File: config.mk
export PLATFORM = sky130hd
export DESIGN_NAME = clk_mux_gen_flat
export DESIGN_NICKNAME = d
export VERILOG_FILES = /design/src/rtl/clk_mux_gen_if.sv /design/src/rtl/clk_mux_gen.sv /design/src/flat_wrapper.sv
export SDC_FILE = /design/constraint.sdc
export NUM_CORES = 1
export LEC_CHECK = 0
export CAP_MARGIN = 20
export CORE_MARGIN = 5
export CORE_UTILIZATION = 40
export CTS_CLUSTER_SIZE = 10
export DETAILED_ROUTE_END_ITERATION = 16
export HOLD_SLACK_MARGIN = 0.08
export PLACE_DENSITY = 0.69
export SETUP_SLACK_MARGIN = 0.02
export SYNTH_ARGS = -nofsm -noshare
export SYNTH_HDL_FRONTEND = slang
export SYNTH_SLANG_ARGS = --single-unit
File: constraint.sdc
create_clock -name CLK -period 2.5 [get_ports CLK]
set_input_delay 0.5 -clock CLK [delete_from_list [all_inputs] [get_ports CLK]]
set_output_delay 0.5 -clock CLK [all_outputs]
set_load 0.02 [all_outputs]
File: src/rtl/clk_mux_gen_if.sv
// Button-in / step-clock-out bundle between the board I/O and the LED step clock generator.
interface clk_mux_gen_if;
  logic       KEY_N;
  logic       CLK_MUX;
  logic [1:0] SPEED;
  logic       STEP;

  modport master (output KEY_N, input CLK_MUX, input SPEED, input STEP);
  modport slave  (input KEY_N, output CLK_MUX, output SPEED, output STEP);
endinterface

File: src/rtl/clk_mux_gen.sv
// Slow step clock for the LED rotator: a debounced button cycles four divide rates,
// and every output is a flop so CLK_MUX stays glitch-free.
module clk_mux_gen #(
  parameter int CNT_W        = 26,
  parameter int DIV0         = 25_000_000,
  parameter int DIV1         = 12_500_000,
  parameter int DIV2         = 6_250_000,
  parameter int DIV3         = 2_500_000,
  parameter int DEBOUNCE_CNT = 1_000_000
) (
  input  logic          CLK,
  input  logic          RST_N,
  clk_mux_gen_if.slave  bus
);

  localparam logic [CNT_W-1:0] DB_LAST    = CNT_W'(DEBOUNCE_CNT - 1);
  localparam logic [CNT_W-1:0] HALF0_LAST = CNT_W'(DIV0 - 1);
  localparam logic [CNT_W-1:0] HALF1_LAST = CNT_W'(DIV1 - 1);
  localparam logic [CNT_W-1:0] HALF2_LAST = CNT_W'(DIV2 - 1);
  localparam logic [CNT_W-1:0] HALF3_LAST = CNT_W'(DIV3 - 1);

  typedef enum logic [1:0] {
    IDLE,
    PRESS_WAIT,
    PRESSED,
    RELEASE_WAIT
  } state_t;

  state_t           state;
  logic             key_p0;
  logic             key_p1;
  logic             key_s;
  logic [CNT_W-1:0] dcnt;
  logic [CNT_W-1:0] dvcnt;
  logic [CNT_W-1:0] half_last;
  logic [1:0]       speed;
  logic             clk_mux;
  logic             step;
  logic             press;

  // Stage p0/p1: two-flop synchronizer for the asynchronous button
  always_ff @(posedge CLK or negedge RST_N) begin
    if (!RST_N) begin
      key_p0 <= 1'b1;
      key_p1 <= 1'b1;
    end else begin
      key_p0 <= bus.KEY_N;
      key_p1 <= key_p0;
    end
  end

  assign key_s = key_p1;

  // Stage p2: debounce FSM; a bounce during release drops back to PRESSED without a new event
  always_ff @(posedge CLK or negedge RST_N) begin
    if (!RST_N) begin
      state <= IDLE;
      dcnt  <= '0;
    end else begin
      case (state)
        IDLE: begin
          if (!key_s) begin
            state <= PRESS_WAIT;
            dcnt  <= '0;
          end
        end
        PRESS_WAIT: begin
          if (key_s)                state <= IDLE;
          else if (dcnt == DB_LAST) state <= PRESSED;
          else                      dcnt  <= dcnt + CNT_W'(1);
        end
        PRESSED: begin
          if (key_s) begin
            state <= RELEASE_WAIT;
            dcnt  <= '0;
          end
        end
        RELEASE_WAIT: begin
          if (!key_s)               state <= PRESSED;
          else if (dcnt == DB_LAST) state <= IDLE;
          else                      dcnt  <= dcnt + CNT_W'(1);
        end
        default: state <= IDLE;
      endcase
    end
  end

  assign press = (state == PRESS_WAIT) && !key_s && (dcnt == DB_LAST);

  always_comb begin
    half_last = HALF0_LAST;
    case (speed)
      2'd0: half_last = HALF0_LAST;
      2'd1: half_last = HALF1_LAST;
      2'd2: half_last = HALF2_LAST;
      2'd3: half_last = HALF3_LAST;
      default: half_last = HALF0_LAST;
    endcase
  end

  // Stage p3: rate select and divider; >= keeps the count bounded even if the half-period shrinks
  always_ff @(posedge CLK or negedge RST_N) begin
    if (!RST_N) begin
      speed   <= 2'd0;
      dvcnt   <= '0;
      clk_mux <= 1'b0;
      step    <= 1'b0;
    end else begin
      step <= 1'b0;
      if (press) begin
        speed <= speed + 2'd1;
        dvcnt <= '0;
      end else if (dvcnt >= half_last) begin
        dvcnt   <= '0;
        clk_mux <= ~clk_mux;
        step    <= ~clk_mux;
      end else begin
        dvcnt <= dvcnt + CNT_W'(1);
      end
    end
  end

  assign bus.CLK_MUX = clk_mux;
  assign bus.SPEED   = speed;
  assign bus.STEP    = step;

endmodule

File: src/flat_wrapper.sv
// flat-port wrapper written by rule: the top's interface ports become plain ports
module clk_mux_gen_flat 
#(
  parameter int CNT_W        = 26,
  parameter int DIV0         = 25_000_000,
  parameter int DIV1         = 12_500_000,
  parameter int DIV2         = 6_250_000,
  parameter int DIV3         = 2_500_000,
  parameter int DEBOUNCE_CNT = 1_000_000
)
  (CLK, RST_N, bus_KEY_N, bus_CLK_MUX, bus_SPEED, bus_STEP);
  clk_mux_gen_if bus_i ();
  input  logic CLK;
  input  logic RST_N;
  input wire logic [$bits(bus_i.KEY_N)-1:0] bus_KEY_N;
  output wire logic [$bits(bus_i.CLK_MUX)-1:0] bus_CLK_MUX;
  output wire logic [$bits(bus_i.SPEED)-1:0] bus_SPEED;
  output wire logic [$bits(bus_i.STEP)-1:0] bus_STEP;
  assign bus_i.KEY_N = bus_KEY_N;
  assign bus_CLK_MUX = bus_i.CLK_MUX;
  assign bus_SPEED = bus_i.SPEED;
  assign bus_STEP = bus_i.STEP;
  clk_mux_gen #(.CNT_W(CNT_W), .DIV0(DIV0), .DIV1(DIV1), .DIV2(DIV2), .DIV3(DIV3), .DEBOUNCE_CNT(DEBOUNCE_CNT)) u_core (.CLK(CLK), .RST_N(RST_N), .bus(bus_i));
endmodule
**Word-level counts from Yosys, hierarchy flattened**

Index checks and enable logic that the tools add are counted.

- Register bits after elaboration: 60
- Output and inout bits: 4
- Logic and storage cells: 53

- $add $sub $neg: 3
- $lt $le $gt $ge: 1
- Equal/unequal tests: 13
- Muxes and demuxes: 18
- Bitwise gates (word level): 2
- Reduce and logical (&&, ||, !) cells: 8

Operators with widths:

| operator | count |
|---|---|
| one-hot mux 26 bit (4 select lines) | 2 |
| 2-to-1 mux 26 bit | 7 |
| adder 26 x 1 -> 26 bit (second input constant) | 2 |
| equality test 26 x 20 -> 1 bit (second input constant) | 1 |
| greater-or-equal comparator 26 bit | 1 |
| 2-to-1 mux 2 bit | 6 |
| equality test 2 bit (second input constant) | 4 |
| one-hot mux 2 bit (4 select lines) | 1 |
| AND reduction 4 bit | 2 |
| equality test 2 x 1 -> 1 bit (second input constant) | 2 |
| logical NOT 2 bit | 2 |
| != test 2 x 1 -> 1 bit (second input constant) | 2 |
| != test 2 bit (second input constant) | 2 |
| != test 3 x 1 -> 1 bit (second input constant) | 1 |
| != test 3 bit (second input constant) | 1 |
| adder 2 x 1 -> 2 bit (second input constant) | 1 |
| logical AND 1 bit | 2 |
| 2-to-1 mux 1 bit | 2 |
| inverter 1 bit | 2 |
| AND reduction 2 bit | 1 |
| logical NOT 1 bit | 1 |

**Longest topological paths before layout**

- Depth in word-level cells: 5
- Gate-level depth with buffers: 12

**Least setup slack after synthesis**

OpenSTA, ideal clock, no wires.

- Path type: reg2reg
- From: register u_core.speed[0] (netlist: u_core.bus.SPEED[0])
- To: register u_core.dvcnt[17]
- Arrival: 2618 ps
- Slack: -260 ps
- Cell stages (with the launch flop): 13
- Path buffers: 3
- Clock period less this slack: 2760 ps
- Path through: dfrtp_1 inv_1 ha_1 clkbuf_1 inv_1 ha_1 nand2_1 o211a_1 a2111oi_1 a2111o_1 buf_4 buf_6 nor3_2

- Cells in the longest elaborated chain, start to end: 5

RTL lines:

| what | RTL line | RTL |
|---|---|---|
| from (decl) | clk_mux_gen.sv:36 | `logic [1:0] speed;` |
| from (signal assigned) | clk_mux_gen.sv:111 | `speed <= speed + 2'd1;` |
| equality test 2 bit (tied with other cells) | clk_mux_gen.sv:92 | `case (speed)` |
| one-hot mux 26 bit (4 select lines) (*) | clk_mux_gen.sv:92 |  |
| greater-or-equal comparator 26 bit (*) | clk_mux_gen.sv:113 | `end else if (dvcnt >= half_last) begin` |
| 2-to-1 mux 26 bit (*) | clk_mux_gen.sv:113 |  |
| 2-to-1 mux 26 bit (*) | clk_mux_gen.sv:110 | `if (press) begin` |
| to (signal assigned) | clk_mux_gen.sv:118 | `dvcnt <= dvcnt + CNT_W'(1);` |
| to (decl) | clk_mux_gen.sv:34 | `logic [CNT_W-1:0] dvcnt;` |

Mark *: on every way between the ends. The rest lies on a longest branch, timed or not. The select of a mux whose other input is x is not followed.
A chain may end at the register's enable or synchronous reset.

**Worst setup path after layout**

- From: register u_core.speed[0] (netlist: u_core.bus.SPEED[0])
- To: register u_core.dvcnt[22]

Same word-level chain as after synthesis.

==> flow_summary.toml <==
[yosys]
yosys_register_bits = 60
synth-main-ff-cell = "dfrtp_1"
synth_area_mm2 = 0.003777
ys_seq_area_frac = 0.3981
syn_nets = 421
synth_cells = 397
synth_edf_count = 0
yosys_warnings = 0
avgSynthCellArea_um2 = 9.515
synth.distinct_cells = 54
synth-async-reset-ratio = 1.000

[clocking]
cts_tree = "done"
clock_sinks = 60
htreeDepth = 3
cts-root-buf = "clkbuf_8"
clk_pin_slew_ns = 0.07
cts_made_buffers = 9
cts_max_path_buffers = 2
cts_hold_buf = 0
clock_latency_ns = 0.34

[route]
vias = 3046
wirelength_um = 8798
routedWlPerCell_um = 15.85
drt_iter0_markers = 128
ant_nets = 0
drc_errors = 0
dr.pass1.iters = 4
vias_per_cell = 5.488

[finish]
area_delta_synth_final_pct = 23.65
antenna_cells = 0
final_area_mm2 = 0.004671
drive_gt1_frac = 0.2394
final_nets = 446
final_common_cell = "dfrtp_1"
fin_util = 0.5055
stdcell_count = 555
final_cell_mix = "dfrtp_1, xnor2_1, nand2_1"

[global_routing]
grt-ovfl-total = 0
grt_pass1_wl_um = 14480
antenna_found_initial = 0
grt_usage = 0.1569
grt_pass1_vias = 3039
grt_max_degree = 44

[place]
place.detailed.hpwl_um = 5802
gp_congestion = 0.8594
placed_cells = 530
io_buffer_count = 6
postPlaceCellArea_mm2 = 0.004093

[outcome]
failed_checks = "negative setup slack"
outcome = "complete, but fails checks"

[floorplan]
die-area_mm2 = 0.01149
start_util = 0.4088
die_y_um = 107.2
num_rows = 35
die_width_um = 107.2
io_pins = 7
coreArea_mm2 = 0.009240

[timing]
fin_crit_sh = 1.026
fin_crit_ns = 2.565
hold_ws_ns = 0.1098
drv_slew = 0
worst_slack_ns = -0.06506
fmax_mhz = 389.9
fin_setup_tns_ns = -0.6657
relSlewSlack = 0.4635
setup_viol = 19
finalHoldViolCount = 0
rsz0062_at_grt = "true"
worst_slew_pin_slew_ns = 0.8018
finClkSkew_ns = 0.01077

[worst_hold_path]
hold_class = "in -> async"

[critical_path]
cp-start-kind = "flip-flop"
path_buf_inv = 4
critical_path.max_stage_delay_ns = 0.45
crit_path_end_kind = "flip-flop"
cp_max_fo = 6
cp.arrival_ns = 2.77
rrSetupSlack_ns = -0.07
worstPathRequired_ns = 2.71
cpMostUsedCell = "buf_6"
path_cells = "buf_6 > ha_4 > buf_6 > or3b_4 > a211oi_4 > nor4b_4 > a2111o_1 > buf_6 > clkbuf_16 > nor3_4"
slowest_stage = "dfrtp_2"
cp_top_family = "simple AND/OR/NAND/NOR gates"
worstSetupPathType = "reg -> reg"

[power_and_ir_drop]
power-per-cell-area_mw_per_mm2 = 389.9
ir_worst_vdd_mv = 0.2241
p_leak_nw = 1.797

[run]
drv_cap = 0
## sequential cells by signal, indices dropped and copies added (netlist names), named ones only
| register | cells |
|---|---|
| u_core.state | 1 |
| u_core.key_p0 | 1 |
| u_core.bus.SPEED | 2 |
| u_core.dvcnt | 26 |
| u_core.dcnt | 26 |
| u_core.bus.STEP | 1 |
| u_core.key_p1 | 1 |
| u_core.bus.CLK_MUX | 1 |
## power by group
part	leakage (nW)	switching, W	internal (W)	total (W)
logic	0.898	0.0000449	0.0000185	0.0000634
clock network	0.0893	0.000362	0.000406	0.000767
registers	0.809	0.00000991	0.000980	0.000990
total	1.80	0.000416	0.00140	0.00182
## synth_stat cells, types with 3 or more instances
cell	number	area, um2
nand4_1	11	68.82
ha_1	21	262.8
inv_1	18	67.56
or3_1	8	50.05
xnor2_1	28	245.2
nand2_1	26	97.59
nand3b_1	4	30.03
xor2_1	10	87.58
nor3_1	20	100.1
clkbuf_1	7	26.28
a21oi_1	8	40.04
nor4_1	10	62.56
nor2_1	25	93.84
o31ai_1	4	30.03
nor3_2	19	190.2
a211oi_1	3	22.52
o21ai_1	7	35.03
o41ai_1	5	43.79
buf_6	3	33.78
o21a_1	6	45.04
buf_2	8	40.04
o21ai_0	12	60.06
dfrtp_1	58	1451
and3_1	7	43.79
a31oi_1	4	25.02
nor4b_1	3	26.28
or4_1	3	22.52
and2_1	4	25.02
nand3_1	22	110.1
## final cells by class
cell class	instances	area, um2
Clock buffer	13	158.9
Clock inverter	2	10.01
Fill cell	810	4569
Inverter	18	77.57
Multi-Input combinational cell	300	2391
Sequential cell	60	1506
Tap cell	129	161.4
Timing Repair Buffer	33	365.4
## routing by layer
layer / wire (um) / GRT usage
met5: 0 / 0
met2: 4351 / 0.2592
met3: 270 / 0.03672
met1: 4039 / 0.2033
met4: 136 / 0.04840
## per-stage QoR
| stage | total power, W | setup slack, ns |
|---|---|---|
| 3_5_place_dp | 0.001072 | -0.1089 |
| 2_1_floorplan | 0.001035 | 0.01608 |
| 6_report | 0.001821 | -0.06506 |
| 4_1_cts | 0.001849 | -0.01141 |
| 5_1_grt | 0.001896 | -0.1646 |
| 3_3_place_gp | 0.001070 | -0.01194 |
## worst register-to-register path: stages (launching register included)
cell and delay (ns):
dfrtp_2 0.45, buf_6 0.13, ha_4 0.14, buf_6 0.11, or3b_4 0.39, a211oi_4 0.33, nor4b_4 0.33, a2111o_1 0.19
buf_6 0.16, clkbuf_16 0.18, nor3_4 0.04
## cell families after synthesis
family,Yosys count,share of synthesized area
AO/OA/AOI/OAI,63,0.1133
XOR/XNOR,38,0.08811
adder cells (fa/ha/maj),21,0.06956
buffers and inverters,37,0.04637
flip-flops,60,0.3981
AND/OR/NAND/NOR,178,0.2845
## path summary, 6_finish.rpt
path                                              endpoint                            start  cells past startpoint
min                        u_core.bus.SPEED[0]$_DFFE_PN0P_                            RST_N                      1
max in group asynchronous          u_core.key_p0$_DFF_PN1_                            RST_N                      2
min reg2reg                        u_core.key_p1$_DFF_PN1_          u_core.key_p0$_DFF_PN1_                      0
min in group CLK                   u_core.key_p1$_DFF_PN1_          u_core.key_p0$_DFF_PN1_                      0
max                             u_core.dvcnt[22]$_DFF_PN0_  u_core.bus.SPEED[0]$_DFFE_PN0P_                     10
max reg2reg                     u_core.dvcnt[22]$_DFF_PN0_  u_core.bus.SPEED[0]$_DFFE_PN0P_                     10
## repair_timing
action	CTS	global route
setup buffers	5	2
pin swaps	15	22
setup endpoints to repair	28	28
gates cloned	1	2
gates resized for setup	27	21
No activity file was read; power rests on OpenSTA's default activity.
